**config.mk**
```make
export PLATFORM = sky130hd
export DESIGN_NAME = a_loader
export DESIGN_NICKNAME = d
export VERILOG_FILES = /design/src/rtl/a_loader_pkg.sv /design/src/rtl/a_loader_xpose_buf.sv /design/src/rtl/a_loader.sv
export SDC_FILE = /design/constraint.sdc
export NUM_CORES = 1
export LEC_CHECK = 0
export CORE_MARGIN = 10
export CORE_UTILIZATION = 35
export CTS_BUF_LIST = sky130_fd_sc_hd__clkbuf_8
export CTS_CLUSTER_SIZE = 25
export DETAILED_ROUTE_END_ITERATION = 10
export HOLD_SLACK_MARGIN = 0.03
export PLACE_DENSITY = 0.73
export SLEW_MARGIN = 20
export SYNTH_ARGS = -nofsm -noshare
export SYNTH_HDL_FRONTEND = slang
export SYNTH_HIERARCHICAL = 1
export SYNTH_SLANG_ARGS = --single-unit
```
**constraint.sdc**
```tcl
create_clock -name clk -period 1.4 [get_ports clk]
set_input_delay 0.35 -clock clk [delete_from_list [all_inputs] [get_ports clk]]
set_output_delay 0.35 -clock clk [all_outputs]
set_load 0.005 [all_outputs]
```
**src/rtl/a_loader_pkg.sv**
```systemverilog
// a_loader_pkg: shared types and helpers for the A-operand loader.
//   state_t    : loader FSM states (XPOSE used only with the transpose build)
//   row_t      : one unpacked A row, DIM signed elements
//   unpack_row : packed stream row -> row_t, element i = data[i*BITS +: BITS]
// The row geometry below sets the default BITS_AB / DIM of a_loader. The
// unpack helper is sized by these constants, so override them here rather
// than on the instance.
package a_loader_pkg;

  localparam int A_BITS_AB = 8;
  localparam int A_DIM     = 8;

  typedef enum logic [2:0] {
    IDLE,
    LOAD,
    XPOSE,
    STREAM,
    DONE
  } state_t;

  typedef logic signed [A_BITS_AB-1:0] elem_t;
  typedef elem_t [A_DIM-1:0]           row_t;

  function automatic row_t unpack_row(input logic [A_DIM*A_BITS_AB-1:0] data);
    row_t r;
    for (int i = 0; i < A_DIM; i++) r[i] = data[i*A_BITS_AB +: A_BITS_AB];
    return r;
  endfunction

endpackage

```
**src/rtl/a_loader_xpose_buf.sv**
```systemverilog
// a_loader_xpose_buf: DIM x DIM register buffer, whole-row write, column read.
//   clk      in   clock
//   wr_en    in   write row wr_row with wr_data
//   wr_row   in   row index for the write
//   wr_data  in   DIM elements of the row
//   rd_col   in   column index for the read
//   rd_data  out  rd_data[i] = buf[i][rd_col] (combinational)
// No reset: contents are always fully rewritten by a load before being read.
module a_loader_xpose_buf #(
  parameter int BITS_AB = 8,
  parameter int DIM     = 8
) (
  input  logic                       clk,
  input  logic                       wr_en,
  input  logic [$clog2(DIM)-1:0]     wr_row,
  input  logic signed [BITS_AB-1:0]  wr_data [DIM-1:0],
  input  logic [$clog2(DIM)-1:0]     rd_col,
  output logic signed [BITS_AB-1:0]  rd_data [DIM-1:0]
);

  logic signed [BITS_AB-1:0] mem [DIM-1:0][DIM-1:0];

  always_ff @(posedge clk) begin
    if (wr_en) mem[wr_row] <= wr_data;
  end

  always_comb begin
    for (int i = 0; i < DIM; i++) rd_data[i] = mem[i][rd_col];
  end

endmodule

```
**src/rtl/a_loader.sv**
```systemverilog
// a_loader: feeds DIM rows of a signed DIM x DIM matrix into A memory, then
// holds the A-memory shift enable for STREAM_CYCLES cycles and pulses done.
//   clk, rst   clock; synchronous active-high reset
//   start      begin a load (honoured only in IDLE)
//   in_valid / in_ready / in_data   packed-row input stream
//   Ain, Arow, WrEn                 A-memory row write port
//   en         A-memory shift enable
//   busy       high outside IDLE
//   done       one-cycle pulse at the end of STREAM
// Build option: define A_LOADER_TRANSPOSE_EN to buffer the matrix during LOAD
// and write its columns as rows in an extra XPOSE state.
//
// state  | meaning
// IDLE   | waiting for start
// LOAD   | accepting rows (direct build: writing them as they arrive)
// XPOSE  | writing buffered columns as rows (transpose build only)
// STREAM | en high, stream down-counter running
// DONE   | done pulse, back to IDLE
module a_loader
  import a_loader_pkg::*;
#(
  parameter int BITS_AB       = A_BITS_AB,
  parameter int DIM           = A_DIM,
  parameter int STREAM_CYCLES = 2*DIM-1
) (
  input  logic                      clk,
  input  logic                      rst,
  input  logic                      start,
  input  logic                      in_valid,
  output logic                      in_ready,
  input  logic [DIM*BITS_AB-1:0]    in_data,
  output logic signed [BITS_AB-1:0] Ain [DIM-1:0],
  output logic [$clog2(DIM)-1:0]    Arow,
  output logic                      WrEn,
  output logic                      en,
  output logic                      busy,
  output logic                      done
);

  localparam int RW = $clog2(DIM);
  localparam int SW = $clog2(STREAM_CYCLES+1);
  localparam logic [RW-1:0] LAST_ROW = RW'(DIM-1);
  localparam logic [SW-1:0] SC_LOAD  = SW'(STREAM_CYCLES);

  state_t        state, state_nx;
  logic [RW-1:0] row_cnt;
  logic [SW-1:0] strm_cnt;
  // Final row write of this load is on the A port this cycle; STREAM follows.
  logic          last_wr;
  logic          hs;
  row_t          in_row;

  assign in_row = unpack_row(in_data);
  assign hs     = in_valid && in_ready;

`ifdef A_LOADER_TRANSPOSE_EN
  logic signed [BITS_AB-1:0] row_arr [DIM-1:0];
  logic signed [BITS_AB-1:0] col     [DIM-1:0];

  always_comb begin
    for (int i = 0; i < DIM; i++) row_arr[i] = in_row[i];
  end

  a_loader_xpose_buf #(.BITS_AB(BITS_AB), .DIM(DIM)) u_buf (
    .clk     (clk),
    .wr_en   (state == LOAD && hs),
    .wr_row  (row_cnt),
    .wr_data (row_arr),
    .rd_col  (row_cnt),
    .rd_data (col)
  );
`endif

  always_comb begin
    state_nx = state;
    in_ready = 1'b0;
    en       = 1'b0;
    done     = 1'b0;
    busy     = (state != IDLE);
    case (state)
      IDLE: if (start) state_nx = LOAD;
      LOAD: begin
        in_ready = !last_wr;
`ifdef A_LOADER_TRANSPOSE_EN
        if (hs && row_cnt == LAST_ROW) state_nx = XPOSE;
`else
        if (last_wr) state_nx = STREAM;
`endif
      end
`ifdef A_LOADER_TRANSPOSE_EN
      XPOSE: if (last_wr) state_nx = STREAM;
`endif
      STREAM: begin
        en = 1'b1;
        if (strm_cnt == SW'(1)) state_nx = DONE;
      end
      DONE: begin
        done     = 1'b1;
        state_nx = IDLE;
      end
      default: state_nx = IDLE;
    endcase
  end

  always_ff @(posedge clk) begin
    if (rst) begin
      state    <= IDLE;
      row_cnt  <= '0;
      strm_cnt <= '0;
      last_wr  <= 1'b0;
      WrEn     <= 1'b0;
      Arow     <= '0;
      for (int i = 0; i < DIM; i++) Ain[i] <= '0;
    end else begin
      state <= state_nx;
      WrEn  <= 1'b0;
      if (state_nx == STREAM && state != STREAM) strm_cnt <= SC_LOAD;
      else if (state == STREAM)                  strm_cnt <= strm_cnt - 1'b1;
      case (state)
        IDLE: begin
          row_cnt <= '0;
          last_wr <= 1'b0;
        end
        LOAD: if (hs) begin
`ifdef A_LOADER_TRANSPOSE_EN
          // Counter is reused as the column index for XPOSE.
          row_cnt <= (row_cnt == LAST_ROW) ? '0 : row_cnt + 1'b1;
`else
          WrEn <= 1'b1;
          Arow <= row_cnt;
          for (int i = 0; i < DIM; i++) Ain[i] <= in_row[i];
          if (row_cnt == LAST_ROW) last_wr <= 1'b1;
          else                     row_cnt <= row_cnt + 1'b1;
`endif
        end
`ifdef A_LOADER_TRANSPOSE_EN
        XPOSE: if (!last_wr) begin
          WrEn <= 1'b1;
          Arow <= row_cnt;
          for (int i = 0; i < DIM; i++) Ain[i] <= col[i];
          if (row_cnt == LAST_ROW) last_wr <= 1'b1;
          else                     row_cnt <= row_cnt + 1'b1;
        end
`endif
        default: ;
      endcase
    end
  end

endmodule
```
==> impl_metrics.py <==
metrics = {
    "status": {
        "status": "finished with violations",
        "violations": "setup timing",
    },
    "yosys": {
        "synthTopCellsByArea": "dfxtp_1 46%, nand4b_1 17%, nand2b_1 12%",
        "yosysTopAreaCellShare": 0.457,
        "synth_commonest_cells": "79 x dfxtp_1, 69 x nand4b_1, 67 x nand2b_1",
        "synth_edf_count": 0,
        "yosys_warnings": 6,
        "synth_nets": 446,
        "synth_cells": 374,
        "synth_seq_area_share": 0.457,
        "async_reset_ff_frac": 0,
        "synth.most_common_cell": "dfxtp_1",
        "synth.distinct_cells": 30,
        "synth_area_per_cell_um2": 9.26,
        "synth_top_area_cell": "dfxtp_1",
        "syn_area_um2": 3460,
        "synth-seq-cells": 79,
        "synth_ff_type": "dfxtp_1",
    },
    "global_route": {
        "grt_usage": 0.164,
        "grt_overflow": 0,
        "grt_pass1_wl_mm": 19.0,
        "antenna_found_initial": 0,
        "grt_pass1_vias": 3444,
        "grt_max_degree": 59,
    },
    "worst_setup_path": {
        "cp_max_fo": 5,
        "path_class": "reg -> reg",
        "startpoint_type": "flop",
        "worst_ep_required_time_ps": 1630,
        "worstSetupEndpointType": "flop",
        "critPathArrivalTime_ps": 1830,
    },
    "drt": {
        "drc": 0,
        "ant_nets": 0,
        "drt-initial-drc-count": 300,
        "wl_per_cell_um": 18.7,
        "first_pass_iters": 6,
        "viasPerCell": 5.11,
        "via_count": 3451,
        "wirelength_mm": 12.6,
    },
    "finish": {
        "drive_gt1_frac": 0.225,
        "syn_to_final_growth_pct": 72.8,
        "fin_nets": 610,
        "num_antenna_cells": 0,
        "fillers": 846,
        "seq_area_um2": 1600,
        "multiInputGateArea_um2": 1840,
    },
    "pwr": {
        "power_density_nw_per_um2": 921,
        "total_leakage_power_nw": 2.45,
        "irDropWorstVdd_mv": 0.606,
    },
    "job": {
        "cap_violations": 0,
    },
    "timing": {
        "slew_violations": 0,
        "finalHoldViolCount": 0,
        "setup_tns_ps": -8870,
        "setup_viol_count_final": 72,
        "fin_ws_ps": -201,
        "min_period_over_period": 1.14,
        "worst-slew-pin-transition_ps": 265,
        "finClkSkew_ps": 13.2,
        "max_clock_freq_mhz": 625,
        "min_period_ps": 1600,
        "maxSlewHeadroom": 0.823,
        "rsz0062_at_grt": "true",
    },
    "place": {
        "dp_slack_ps": -263,
        "io_buffers": 139,
        "routabilityCongestion": 0.752,
        "hpwl_mm": 7.30,
    },
    "cts": {
        "numCtsBuffers": 9,
        "hold_buffers": 0,
        "clk_latency_ps": 350,
        "clockBufferDepth": 2,
        "tritoncts": "yes",
        "cts_root_buf": "clkbuf_8",
        "cts.sinks": 79,
        "cts.clk_slew.worst_paths_ps": 80,
        "cts_max_level": 3,
    },
    "min_path": {
        "hp-class": "reg -> reg",
    },
    "floorplan": {
        "fp-row-count": 36,
        "start_util": 0.357,
        "die-area_um2": 14300,
        "fp.dieW_um": 119,
        "die_h_um": 119,
        "core_area_um2": 9680,
        "io_pins": 140,
    },
}
## cells by family (layout without fill, tap and decap cells)
family / count (synthesis) / in the layout / synth area share
compound gates: 84 / 84 / 0.129
fa+ha+maj: 4 / 4 / 0.0145
buf+inv: 47 / 216 / 0.0567
flops: 79 / 79 / 0.457
mux: 1 / 1 / 0.00289
simple gates: 159 / 159 / 0.340
## metal layers
metal  track usage  part of all wire  up-vias
met1         0.189              0.41     1650
li1              -                 -     1685
met2         0.291              0.51      105
met4        0.0445             0.010        0
met3        0.0453             0.063       11
met5             0                 0        -
## where the power goes
group | total, mW | internal (mW) | switching, mW
logic | 1.04 | 0.632 | 0.403
registers | 2.39 | 2.34 | 0.0519
clock network | 2.08 | 1.19 | 0.890
## area by class of cell
type                    instances  area share
repair buffers                194       0.352
multi-input cells             248       0.308
flip-flops and latches         79       0.268
well taps                     133      0.0278
clock buffers                   9      0.0207
clock inverters                 7      0.0203
inverters                       6     0.00377
## through the flow
stage | instance area [um2] | utilization | power, mW | std cells | hold WS (ps)
4_1_cts | 5800 | 0.598 | 5.52 | 671 | 465
5_1_grt | 5980 | 0.618 | 5.74 | 676 | 479
3_3_place_gp | 5060 | 0.523 | 3.22 | 623 | 450
3_5_place_dp | 5060 | 0.523 | 3.24 | 623 | 455
2_1_floorplan | 3460 | - | 2.74 | 374 | 459
6_report | 5980 | 0.618 | 5.51 | 676 | 463
## state kept, by name, indices dropped and copies added (netlist names)
register / flops
Ain: 64
strm_cnt: 4
Arow: 3
row_cnt: 3
state: 3
WrEn: 1
last_wr: 1
## cells in the final DEF, fill, tap and decap left out, drive strengths merged
| cell | count |
|---|---|
| buf | 59 |
| and2 | 1 |
| dlygate4sd2 | 68 |
| clkinv | 4 |
| mux2i | 1 |
| nand3b | 2 |
| dfxtp | 79 |
| nand4 | 2 |
| o21bai | 1 |
| bufinv | 3 |
| a221oi | 3 |
| a31oi | 4 |
| a21oi | 1 |
| nor3b | 2 |
| nand3 | 3 |
| clkdlybuf4s50 | 65 |
| nand2 | 2 |
| ha | 4 |
| nor4b | 1 |
| o21ai | 72 |
| nor2 | 2 |
| o211ai | 1 |
| inv | 6 |
| nor3 | 4 |
| a311oi | 1 |
| nor2b | 2 |
| a211oi | 1 |
| or3b | 2 |
| nand2b | 67 |
| clkbuf | 11 |
| nand4b | 69 |
## worst max-delay path, stage by stage (launching register included)
cell and delay [ps]:
dfxtp_4 360, nor4b_4 320, buf_6 150, buf_6 90, and2_4 160, buf_12 130
buf_6 110, buf_16 100, o21ai_0 70
## what timing repair did
action	4_1_cts	5_1_grt
gates resized for setup	167	41
setup buffers	21	3
setup endpoints to repair	143	79
cloned	12	3
pin swaps	14	21
## final timing paths
path,end,start,cells past startpoint,slack (ps)
worst min register to register,Ain[29]$_SDFFE_PP0P_,Ain[29]$_SDFFE_PP0P_,2,460
worst max-delay path,Ain[49]$_SDFFE_PP0P_,state[1]$_SDFF_PP0_,8,-200
worst min-delay path,Ain[29]$_SDFFE_PP0P_,Ain[29]$_SDFFE_PP0P_,2,460
worst max register to register,Ain[49]$_SDFFE_PP0P_,state[1]$_SDFF_PP0_,8,-200
(Power assumes the default switching activity.)
